<file path="src/rtl/signal_debouncer_if.sv">
// -----------------------------------------------------------------------------
// signal_debouncer_if
//
// Purpose: groups the level-in / level-out signals of signal_debouncer.
//
// Signals:
//   input_signal  - raw asynchronous level (may bounce or glitch)
//   output_signal - debounced level in the clk domain
//   stable        - 1 when no level change is being qualified
//   glitch_count  - saturating count of rejected transitions
//                   (only when SIGNAL_DEBOUNCER_GLITCH_COUNT_EN is defined)
//
// Modports:
//   slave  - the debouncer side (consumes input_signal, drives the rest)
//   master - the environment side (drives input_signal, observes the rest)
// -----------------------------------------------------------------------------
interface signal_debouncer_if;
  logic       input_signal;
  logic       output_signal;
  logic       stable;
`ifdef SIGNAL_DEBOUNCER_GLITCH_COUNT_EN
  logic [7:0] glitch_count;

  modport slave (
    input  input_signal,
    output output_signal,
    output stable,
    output glitch_count
  );

  modport master (
    output input_signal,
    input  output_signal,
    input  stable,
    input  glitch_count
  );
`else
  modport slave (
    input  input_signal,
    output output_signal,
    output stable
  );

  modport master (
    output input_signal,
    input  output_signal,
    input  stable
  );
`endif
endinterface

</file>
<file path="src/rtl/signal_debouncer.sv">
// -----------------------------------------------------------------------------
// signal_debouncer
//
// Purpose: synchronises a raw asynchronous level through a two-flop chain and
// debounces it. A new level is only accepted once the synchronised input has
// held it for the full qualification window; any reversal during qualification
// is rejected and the previous stable level is kept.
//
// Parameters:
//   DEBOUNCE_CYCLES - qualification length in clk cycles (>= 2)
//   COUNTER_WIDTH   - qualification counter width, 2**COUNTER_WIDTH > DEBOUNCE_CYCLES
//
// Ports:
//   clk   - reference clock
//   rst_n - asynchronous active-low reset
//   dbif  - signal_debouncer_if.slave: input_signal in; output_signal,
//           stable (and glitch_count when enabled) out, all registered
//
// Optional feature macro: SIGNAL_DEBOUNCER_GLITCH_COUNT_EN
//   When defined, an 8-bit saturating count of rejected transitions is kept
//   and driven on dbif.glitch_count; it is cleared only by rst_n.
// -----------------------------------------------------------------------------
module signal_debouncer #(
  parameter int DEBOUNCE_CYCLES = 120000,
  parameter int COUNTER_WIDTH   = 17
) (
  input  logic                clk,
  input  logic                rst_n,
  signal_debouncer_if.slave   dbif
);

  // Elaboration-time sanity checks on the parameters.
  if (DEBOUNCE_CYCLES < 2) begin : g_bad_cycles
    $error("signal_debouncer: DEBOUNCE_CYCLES must be >= 2");
  end
  if ((64'd1 << COUNTER_WIDTH) <= 64'(DEBOUNCE_CYCLES)) begin : g_bad_width
    $error("signal_debouncer: COUNTER_WIDTH too small for DEBOUNCE_CYCLES");
  end

  localparam logic [COUNTER_WIDTH-1:0] LAST_COUNT = COUNTER_WIDTH'(DEBOUNCE_CYCLES - 1);

  typedef enum logic [1:0] {
    STABLE_LOW  = 2'd0,
    QUAL_HIGH   = 2'd1,
    STABLE_HIGH = 2'd2,
    QUAL_LOW    = 2'd3
  } state_t;

  logic                     sync0_q, sync0_d;
  logic                     sync1_q, sync1_d;
  state_t                   state_q, state_d;
  logic [COUNTER_WIDTH-1:0] count_q, count_d;
  logic                     output_q, output_d;
  logic                     stable_q, stable_d;

  // Synchroniser chain: sync1_q is the only view of the input the FSM uses.
  always_comb begin
    sync0_d = dbif.input_signal;
    sync1_d = sync0_q;
  end

  // Next-state logic. A reversal of sync1 is tested before completion so a
  // glitch on the would-be completion edge is still rejected. The counter is
  // cleared on every state change and never runs past LAST_COUNT.
  always_comb begin
    state_d  = state_q;
    count_d  = count_q;
    output_d = output_q;

    case (state_q)
      STABLE_LOW: begin
        if (sync1_q) begin
          state_d = QUAL_HIGH;
          count_d = '0;
        end
      end

      QUAL_HIGH: begin
        if (!sync1_q) begin
          state_d = STABLE_LOW;
          count_d = '0;
        end else if (count_q == LAST_COUNT) begin
          state_d  = STABLE_HIGH;
          count_d  = '0;
          output_d = 1'b1;
        end else begin
          count_d = count_q + 1'b1;
        end
      end

      STABLE_HIGH: begin
        if (!sync1_q) begin
          state_d = QUAL_LOW;
          count_d = '0;
        end
      end

      QUAL_LOW: begin
        if (sync1_q) begin
          state_d = STABLE_HIGH;
          count_d = '0;
        end else if (count_q == LAST_COUNT) begin
          state_d  = STABLE_LOW;
          count_d  = '0;
          output_d = 1'b0;
        end else begin
          count_d = count_q + 1'b1;
        end
      end

      default: begin
        state_d  = STABLE_LOW;
        count_d  = '0;
        output_d = 1'b0;
      end
    endcase

    // stable is registered alongside the state so it tracks state_q exactly.
    stable_d = (state_d == STABLE_LOW) || (state_d == STABLE_HIGH);
  end

  // State, counter, synchroniser and output registers.
  always_ff @(posedge clk or negedge rst_n) begin
    if (!rst_n) begin
      sync0_q  <= 1'b0;
      sync1_q  <= 1'b0;
      state_q  <= STABLE_LOW;
      count_q  <= '0;
      output_q <= 1'b0;
      stable_q <= 1'b1;
    end else begin
      sync0_q  <= sync0_d;
      sync1_q  <= sync1_d;
      state_q  <= state_d;
      count_q  <= count_d;
      output_q <= output_d;
      stable_q <= stable_d;
    end
  end

  assign dbif.output_signal = output_q;
  assign dbif.stable        = stable_q;

`ifdef SIGNAL_DEBOUNCER_GLITCH_COUNT_EN
  logic [7:0] glitch_q, glitch_d;
  logic       reject;

  // A reject is a QUAL_* state seeing sync1 return to the old stable level.
  always_comb begin
    reject   = ((state_q == QUAL_HIGH) && !sync1_q) ||
               ((state_q == QUAL_LOW)  &&  sync1_q);
    glitch_d = glitch_q;
    if (reject && (glitch_q != 8'hFF)) begin
      glitch_d = glitch_q + 8'd1;
    end
  end

  always_ff @(posedge clk or negedge rst_n) begin
    if (!rst_n) begin
      glitch_q <= 8'd0;
    end else begin
      glitch_q <= glitch_d;
    end
  end

  assign dbif.glitch_count = glitch_q;
`endif

endmodule
</file>
<file path="src/flat_wrapper.sv">
// flat-port wrapper written by rule: the top's interface ports become plain ports
module signal_debouncer_flat 
#(
  parameter int DEBOUNCE_CYCLES = 120000,
  parameter int COUNTER_WIDTH   = 17
)
  (clk, rst_n, dbif_input_signal, dbif_output_signal, dbif_stable);
  signal_debouncer_if dbif_i ();
  input  logic clk;
  input  logic rst_n;
  input wire logic [$bits(dbif_i.input_signal)-1:0] dbif_input_signal;
  output wire logic [$bits(dbif_i.output_signal)-1:0] dbif_output_signal;
  output wire logic [$bits(dbif_i.stable)-1:0] dbif_stable;
  assign dbif_i.input_signal = dbif_input_signal;
  assign dbif_output_signal = dbif_i.output_signal;
  assign dbif_stable = dbif_i.stable;
  signal_debouncer #(.DEBOUNCE_CYCLES(DEBOUNCE_CYCLES), .COUNTER_WIDTH(COUNTER_WIDTH)) u_core (.clk(clk), .rst_n(rst_n), .dbif(dbif_i));
endmodule
</file>
<file path="config.mk">
export PLATFORM = sky130hd
export DESIGN_NAME = signal_debouncer_flat
export DESIGN_NICKNAME = d
export VERILOG_FILES = /design/src/rtl/signal_debouncer_if.sv /design/src/rtl/signal_debouncer.sv /design/src/flat_wrapper.sv
export SDC_FILE = /design/constraint.sdc
export NUM_CORES = 1
export LEC_CHECK = 0
export CAP_MARGIN = 20
export CORE_MARGIN = 4
export CORE_UTILIZATION = 25
export CTS_CLUSTER_SIZE = 25
export DETAILED_ROUTE_END_ITERATION = 6
export GPL_TIMING_DRIVEN = 0
export PLACE_DENSITY_LB_ADDON = 0.08
export SETUP_SLACK_MARGIN = 0.1
export SLEW_MARGIN = 0
export SYNTH_ARGS = -nofsm -noshare
export SYNTH_HDL_FRONTEND = slang
export SYNTH_SLANG_ARGS = --single-unit
</file>
<file path="constraint.sdc">
create_clock -name clk -period 3.2 [get_ports clk]
set_input_delay 0.48 -clock clk [delete_from_list [all_inputs] [get_ports clk]]
set_output_delay 0.48 -clock clk [all_outputs]
set_load 0.02 [all_outputs]
</file>
After elaboration in Yosys (flattened, before gate mapping)
Cells that the tools add are included.
- output and inout bits: 2
- register bits after elaboration: 23
- word-level logic and storage cells: 42
- bits of input ports: 3
- reduce and logical (&&, ||, !) cells: 6
- mux-type cells: 18
- $add $sub $neg: 1
- equality and inequality tests: 11
- operators by type and width (operator ; number):
    $mux 17 ; 5
    $pmux 17 s4 ; 1
    $add 17x1->17 const B ; 1
    $eq 17x17->1 const B ; 1
    $mux 2 ; 6
    $ne 2x1->1 const B ; 4
    $pmux 2 s4 ; 1
    $eq 2x2->1 const B ; 3
    $reduce_and 5->1 ; 1
    $logic_not 2->1 ; 2
    $mux 1 ; 4
    $ne 2x2->1 const B ; 2
    $eq 2x1->1 const B ; 1
    $pmux 1 s2 ; 1
    $reduce_and 2->1 ; 1
    $reduce_bool 2->1 ; 1
    $logic_or 1x1->1 ; 1

Depth between registers and ports, before layout
Gate-level depths: netlist of run 1.
- depth after elaboration: 6
- mapped depth: 7
- mapped depth without buffers: 6

Least setup slack after synthesis of run 1
OpenSTA, ideal clock, no wires.
- kind: register -> register
- from: reg u_core.count_q[9]
- to: reg u_core.count_q[11]
- data arrival time: 1851 ps
- buffers on the path: 1
- cell stages (with the launch flop): 7
- setup slack: 1228 ps
- setup time: 121 ps
- clock period less this slack: 1972 ps
- data required time: 3079 ps
- cell sequence: dfrtp_1 > or4b_4 > nor4_4 > or2_1 > buf_4 > o21ai_1 > a22o_1
- cells in the longest elaborated chain, start to end: 4
- elaborated cells between the ends (all ways): 6
- those cells by class: add/sub: 1; eq/ne: 1; mux: 4
- RTL lines (what ; line ; text):
    start, declared ; signal_debouncer.sv:52 ; logic [COUNTER_WIDTH-1:0] count_q, count_d;
    start signal, assigned ; signal_debouncer.sv:135 ; count_q <= count_d;
    $add 17x1->17 / $eq 17x17->1 (equally long branches) ; n/a ;
    $mux 17 * ; signal_debouncer.sv:82, signal_debouncer.sv:102 ;
    $mux 17, on equally long branches ; signal_debouncer.sv:99, signal_debouncer.sv:79 ;
    $pmux 17 s4 * ; signal_debouncer.sv:70 ; case (state_q)
Mark *: on every way between the ends. The rest lies on a longest branch, timed or not.
A chain may end at the register's enable or synchronous reset.

Worst setup path after layout of run 1
- from: reg u_core.count_q[9]
- to: reg u_core.count_q[1]
- cells in the longest elaborated chain, start to end: 4
- elaborated cells between the ends (all ways): 5
- those cells by class: eq/ne: 1; mux: 4
- RTL lines (what ; line):
    $eq 17x17->1 * ; signal_debouncer.sv:82, signal_debouncer.sv:102
    $mux 17 * ; signal_debouncer.sv:82, signal_debouncer.sv:102
    $mux 17, on equally long branches ; signal_debouncer.sv:99, signal_debouncer.sv:79
    $pmux 17 s4 * ; signal_debouncer.sv:70
Marks and branches as above.

==> run_results.csv, run 1 <==
group,metric,value,unit
run_status,outcome,"completed",
floorplanning,row_count,24,
placed_design,gp_congestion,0.674,
global_route,gr-total-overflow,0,
min_path,min_path_type,"flop to flop",
global_route,antenna_found_initial,0,
route,initialDrtViolationCount,26,
critical_path,cp-start-kind,"flop",
sta,maxSlewHeadroom,61.4,%
critical_path,path_max_fanout,10,
clock_network,holdBufCountCts,0,
yosys,synth_most_common_cell,"dfrtp_1",
clock_network,cts_made_buffers,3,
run,maxCapViolCount,0,
floorplanning,fp.dieH,76.2,µm
power_and_ir_drop,power_density,400,mW/mm²
sta,min_period,2.23,ns
critical_path,cp.required,3.35,ns
yosys,synth_ff_type,"dfrtp_1",
global_route,grtUsageMet3,2.60,%
clock_network,tritoncts,"done",
yosys,netlist-cell-type-count,33,
critical_path,path_class,"flop to flop",
placed_design,dp_hpwl,1920,µm
yosys,ys_seq_elements,23,
yosys,yosys_warnings,0,
yosys,yosysTopAreaCellShare,47.4,%
floorplanning,die-area,0.00580,mm²
critical_path,crit_path_top_delay_cell,"or4b_4",
clock_network,clock_latency,0.26,ns
global_route,met1_usage,13.8,%
final_layout,num-fill-cells,470,
clock_network,clock-sinks,23,
final_layout,drive_above_1_share,12.2,%
floorplanning,ios,5,
sta,skew,0.00393,ns
sta,rsz0062_at_grt,"false",
clock_network,postCtsSetupBuffers,0,
sta,setup_viol,0,
global_route,grt_pass1_wl,4850,µm
power_and_ir_drop,power_leakage,0.566,nW
route,wl_per_cell,14.9,µm
route,via_count,929,
sta,fin_setup_tns,0,ns
yosys,synth_fp_nets,126,
power_and_ir_drop,peakVddDrop,0.157,mV
clock_network,cts.reportedPaths.clkPinSlew,0.08,ns
critical_path,crit_path_end_kind,"flop",
yosys,ys_seq_area_share,49.7,%
clock_network,cts_root_buf,"clkbuf_8",
global_route,grt-busiest-layer,"met2",
global_route,track_usage,10.1,%
global_route,grt_use_met2,15.4,%
clock_network,clock_path_buffers,2,
placed_design,port_buffers,4,
yosys,synth_edf_count,0,
final_layout,final_area,0.00133,mm²
placed_design,post_dp_cell_area,0.00127,mm²
sta,period_share,69.7,%
critical_path,critPathArrivalTime,2.38,ns
yosys,async_reset_ff_share,100,%
clock_network,cts_resized,0,
floorplanning,start_util,26.3,%
route,routed_via_density,5.08,
yosys,yosys.area.top_type,"dfrtp_1",
global_route,grt_pass1_vias,1005,
final_layout,regArea,577,µm²
floorplanning,die_x,76.2,µm
floorplanning,coreArea,0.00441,mm²
yosys,netlist_instances,122,
route,ant_nets,0,
global_route,grt_max_degree,24,
critical_path,worst-path-buf-inv,1,
critical_path,path_delay_family,"simple AND/OR/NAND/NOR gates",
yosys,synth_common_cells,"dfrtp_1, a21oi_1, nand2_1, o21ai_0, a31oi_1",
critical_path,cp_cell_sequence,"or4b_4 -> nor4_4 -> nor2_2 -> buf_2 -> a22o_1",
clock_network,cts_htree_levels,1,
final_layout,fin_nets,136,
sta,hold_viol_final,0,
yosys,synth.area.top_cells,"dfrtp_1, a21oi_1, a31oi_1, o21ai_0, nand2_1",
sta,drv_slew,0,
final_layout,multiInputGateArea,544,µm²
final_layout,fin_util,30.1,%
critical_path,cp_slowest_stage_delay,0.58,ns
final_layout,areaGrowthSynthToFinish,14.3,%
sta,fmax,449,MHz
sta,worstMarginPinSlew,0.577,ns
yosys,syn-cell-area,0.00116,mm²
final_layout,antenna_cells,0,
route,drc,0,
route,finalWirelength,2720,µm
route,dr.pass1.iters,4,
yosys,syn_area_per_cell,9.52,µm²
[stage by stage]
stage / worst slack (ns) / hold WS (ns) / instances / power (mW)
floorplan: 1.23 / 0.184 / 122 / 0.335
global placement: 0.986 / 0.339 / 178 / 0.354
detailed placement: 1.00 / 0.336 / 178 / 0.356
CTS: 0.957 / 0.358 / 182 / 0.545
global route: 0.871 / 0.360 / 183 / 0.562
finish: 0.971 / 0.352 / 183 / 0.531
[sequential cells by signal, indices dropped and copies added, names as in the netlist]
register,flops
u_core.count_q,17
u_core.state_q,2
u_core.dbif.output_signal,1
u_core.dbif.stable,1
u_core.sync0_q,1
u_core.sync1_q,1
[per-layer routing]
layer  part of all wire [%]  vias to the layer above
met5                      0                        -
met4                   0.84                        0
met3                    2.4                        2
met2                     46                       11
met1                     51                      446
li1                       -                      470
[layout by cell type (no fill, tap or decap), drive strengths merged, types with 2 or more instances in the layout]
cell type / netlist / final
dfrtp: 22 / 22
or2: 5 / 5
a21oi: 12 / 12
nand2: 12 / 12
clkbuf: 1 / 4
o21ai: 12 / 12
clkdlybuf4s50: 0 / 4
a22o: 2 / 2
nor4: 3 / 3
buf: 3 / 4
and3: 3 / 3
a31oi: 8 / 8
nand3: 6 / 6
inv: 5 / 5
nand4: 4 / 4
nor2: 5 / 5
nor3: 2 / 2
a21o: 2 / 2
or3: 5 / 5
[final timing paths]
path	startpoint	cells past startpoint	endpoint	slack [ns]
worst max-delay path	u_core.count_q[9]$_DFFE_PN0P_	5	u_core.count_q[1]$_DFFE_PN0P_	0.97
min in group asynchronous	rst_n	1	u_core.count_q[14]$_DFFE_PN0P_	0.57
worst max register to register	u_core.count_q[9]$_DFFE_PN0P_	5	u_core.count_q[1]$_DFFE_PN0P_	0.97
worst min register to register	u_core.sync0_q$_DFF_PN0_	0	u_core.sync1_q$_DFF_PN0_	0.35
max in group asynchronous	rst_n	2	u_core.dbif.stable$_DFF_PN1_	2.07
worst min-delay path	u_core.sync0_q$_DFF_PN0_	0	u_core.sync1_q$_DFF_PN0_	0.35
[power breakdown]
group	internal [mW]	leakage, nW	total (mW)	switching, mW
sequential	0.299	0.309	0.309	0.00975
clock	0.0869	0.0255	0.180	0.0936
combinational	0.0156	0.231	0.0421	0.0265
total	0.402	0.566	0.531	0.130
[logic make-up after synthesis]
logic type                 after synthesis  synth area share, %
and+or+nand+nor                         47                 23.4
AOI/OAI and AO/OA                       39                 19.8
DFF                                     23                 49.7
muxes                                    2                 1.83
adders and majority gates                1                 1.08
xor gates and xnor gates                 1                0.754
buffers and inverters                    9                 3.45
[layout make-up]
class	instances	area share (%)
Multi-Input combinational cell	90	41.0
Inverter	5	1.41
Clock inverter	1	0.377
Tap cell	52	4.90
Clock buffer	3	3.11
Buffer	4	1.60
Sequential cell	23	43.4
Timing Repair Buffer	5	4.15
Power figures use the tool's default switching activity.
==> run 2: changes to the inputs <==
- clock period: 3.2 -> 1.8 ns (I/O delays scaled with it)
==> run 2 against run 1 <==
Maximum frequency increased by 12%. Core utilization increased by 3.5 points. The run now ends with setup timing left. Critical path type unchanged. Non-clock buffer count grew 9. Sequential share of layout area shrank 4.1 points. Highest routed layer unchanged.
==> run_results.csv, run 2 (same netlist as run 1, synthesis figures left out) <==
group,metric,value,unit
sta,hold_ws,0.360,ns
sta,skew,0.00128,ns
critical_path,path_max_fanout,7,
clock_network,clock_latency,0.27,ns
critical_path,crit_path_start,"u_core.count_q[11]$_DFFE_PN0P_",
global_route,grt_pass1_vias,1064,
clock_network,cts_root_buf,"clkbuf_8",
floorplanning,start_util,26.3,%
floorplanning,fp.dieH,76.2,µm
floorplanning,coreArea,0.00441,mm²
min_path,worstHoldStart,"u_core.sync0_q$_DFF_PN0_",
final_layout,final_area,0.00148,mm²
global_route,grt_max_degree,15,
clock_network,holdBufCountCts,0,
sta,maxSlewHeadroom,57.8,%
route,via_count,984,
route,wl_per_cell,15.5,µm
power_and_ir_drop,power_density,658,mW/mm²
final_layout,final_cell_mix,"dfrtp_1, a21oi_1, nand2_1",
sta,hold_viol_final,0,
min_path,hold_end,"u_core.sync1_q$_DFF_PN0_",
sta,worstMarginPinSlew,0.630,ns
floorplanning,row_count,24,
critical_path,r2r-end,"u_core.count_q[11]$_DFFE_PN0P_",
final_layout,drive_above_1_share,29.3,%
floorplanning,die_x,76.2,µm
floorplanning,die-area,0.00580,mm²
route,initialDrtViolationCount,68,
power_and_ir_drop,total_power,0.976,mW
final_layout,antenna_cells,0,
run_status,violations,"setup timing",
placed_design,post_dp_cell_area,0.00129,mm²
final_layout,areaGrowthSynthToFinish,27.7,%
final_layout,largest_register,"u_core.count_q",
sta,min_period,1.99,ns
min_path,min_path_type,"flop to flop",
global_route,antenna_found_initial,0,
route,routed_via_density,5.13,
final_layout,largest_registers,"u_core.count_q (17), u_core.state_q (2)",
final_layout,fin_nets,145,
sta,drv_slew,0,
route,finalWirelength,2980,µm
final_layout,layout_commonest_cell,"dfrtp_1",
clock_network,clock_path_buffers,2,
global_route,gr-total-overflow,0,
clock_network,cts_htree_levels,1,
critical_path,regToRegSetupSlack,-0.19,ns
clock_network,cts.reportedPaths.clkPinSlew,0.09,ns
sta,rsz0062_at_grt,"true",
clock_network,cts_made_buffers,3,
critical_path,crit_path_end_kind,"flop",
route,dr.pass1.iters,4,
critical_path,r2r_cells,7,
sta,setup_viol,16,
sta,fmax,503,MHz
clock_network,clock-sinks,23,
sta,period_share,110,%
critical_path,path_class,"flop to flop",
route,drc,0,
run_status,outcome,"complete, but fails checks",
route,ant_nets,0,
critical_path,cp.required,1.96,ns
placed_design,gp_congestion,0.725,
floorplanning,ios,5,
critical_path,r2r-start,"u_core.count_q[11]$_DFFE_PN0P_",
run,maxCapViolCount,0,
global_route,grt_pass1_wl,5220,µm
global_route,track_usage,10.9,%
placed_design,port_buffers,4,
clock_network,tritoncts,"done",
placed_design,dp_hpwl,1990,µm
sta,fin_ws,-0.187,ns
critical_path,critPathArrivalTime,2.15,ns
power_and_ir_drop,power_leakage,0.629,nW
power_and_ir_drop,peakVddDrop,0.342,mV
final_layout,largest_register_ffs,17,
min_path,whs_path_depth,0,
critical_path,cp-start-kind,"flop",
==> run 2: cell count changes in the layout (fill, tap and decap cells not counted), moves of 2 or more <==
| cell | delta |
|---|---|
| buf_6 | +3 |
| dfrtp_2 | +5 |
| o21ai_2 | +2 |
| buf_4 | +7 |
| nand2_1 | -3 |
| nand2_2 | +2 |
| dfrtp_1 | -5 |
==> run 2: repair_timing <==
item	4_1_cts	5_1_grt
pin swaps	4	2
setup endpoints to repair	20	21
cloned	1	0
gates resized for setup	15	7
buffers inserted	8	0
==> run 2: critical path, cell delays in order, from the launching register on <==
cell and delay (ns):
dfrtp_1 0.41, or4b_4 0.55, nor4_4 0.22, buf_4 0.18
or2_1 0.11, buf_6 0.13, o21ai_2 0.05, a22o_1 0.23
==> run 2: report_power, final <==
group | internal (mW) | total, mW | switching (mW)
combinational | 0.0392 | 0.0913 | 0.0521
clock | 0.157 | 0.335 | 0.179
sequential | 0.532 | 0.549 | 0.0175
==> run 2: layout make-up <==
class                           instances  area (µm²)
Buffer                                  4        31.3
Clock buffer                            3        41.3
Clock inverter                          1        7.51
Fill cell                             462        2930
Inverter                                5        18.8
Multi-Input combinational cell         90         607
Sequential cell                        23         583
Tap cell                               52        65.1
Timing Repair Buffer                   14         129
==> run 2: how the worst max path moves through the flow <==
stage | to | slack, ns | cells after the start
after floorplan | u_core.count_q[11]$_DFFE_PN0P_ | -0.06 | 6
after CTS | u_core.count_q[11]$_DFFE_PN0P_ | -0.17 | 7
after detailed placement | u_core.count_q[8]$_DFFE_PN0P_ | -0.34 | 6
after global routing | u_core.count_q[11]$_DFFE_PN0P_ | -0.24 | 7
final | u_core.count_q[11]$_DFFE_PN0P_ | -0.19 | 7
after global placement | u_core.count_q[1]$_DFFE_PN0P_ | -0.32 | 5
==> run 2: metal layers <==
metal | vias up | global-route usage, % | wire length (µm)
met5 | - | 0 | 0
met4 | 0 | 4.90 | 34
met3 | 4 | 2.84 | 61
met2 | 11 | 17.9 | 1450
met1 | 482 | 13.4 | 1430
li1 | 487 | - | -
==> run 2: through the flow <==
| stage | utilization, % | setup WS (ns) | cells | TNS, ns |
|---|---|---|---|---|
| floorplan | - | -0.0639 | 122 | -0.234 |
| global placement | 28.8 | -0.323 | 178 | -4.16 |
| detailed placement | 29.2 | -0.338 | 179 | -4.50 |
| CTS | 33.0 | -0.168 | 192 | -1.40 |
| global route | 33.6 | -0.243 | 192 | -2.91 |
| finish | 33.6 | -0.187 | 192 | -1.87 |
==> run 3: changes to the inputs <==
- ABC_CLOCK_PERIOD_IN_PS: not set -> 2500
- clock period: 1.8 -> 2.5 ns (I/O delays scaled with it)
==> results of run 3 <==
Same layout as run 1 (identical final DEF). Status: completed.
Among the figures that moved: setup slack after placement 1.00 ns -> 0.302 ns; setup slack after layout 0.971 ns -> 0.271 ns; register-to-register setup slack 0.97 ns -> 0.27 ns; total power 0.531 mW -> 0.680 mW; worst IR drop on VDD 0.157 mV -> 0.201 mV
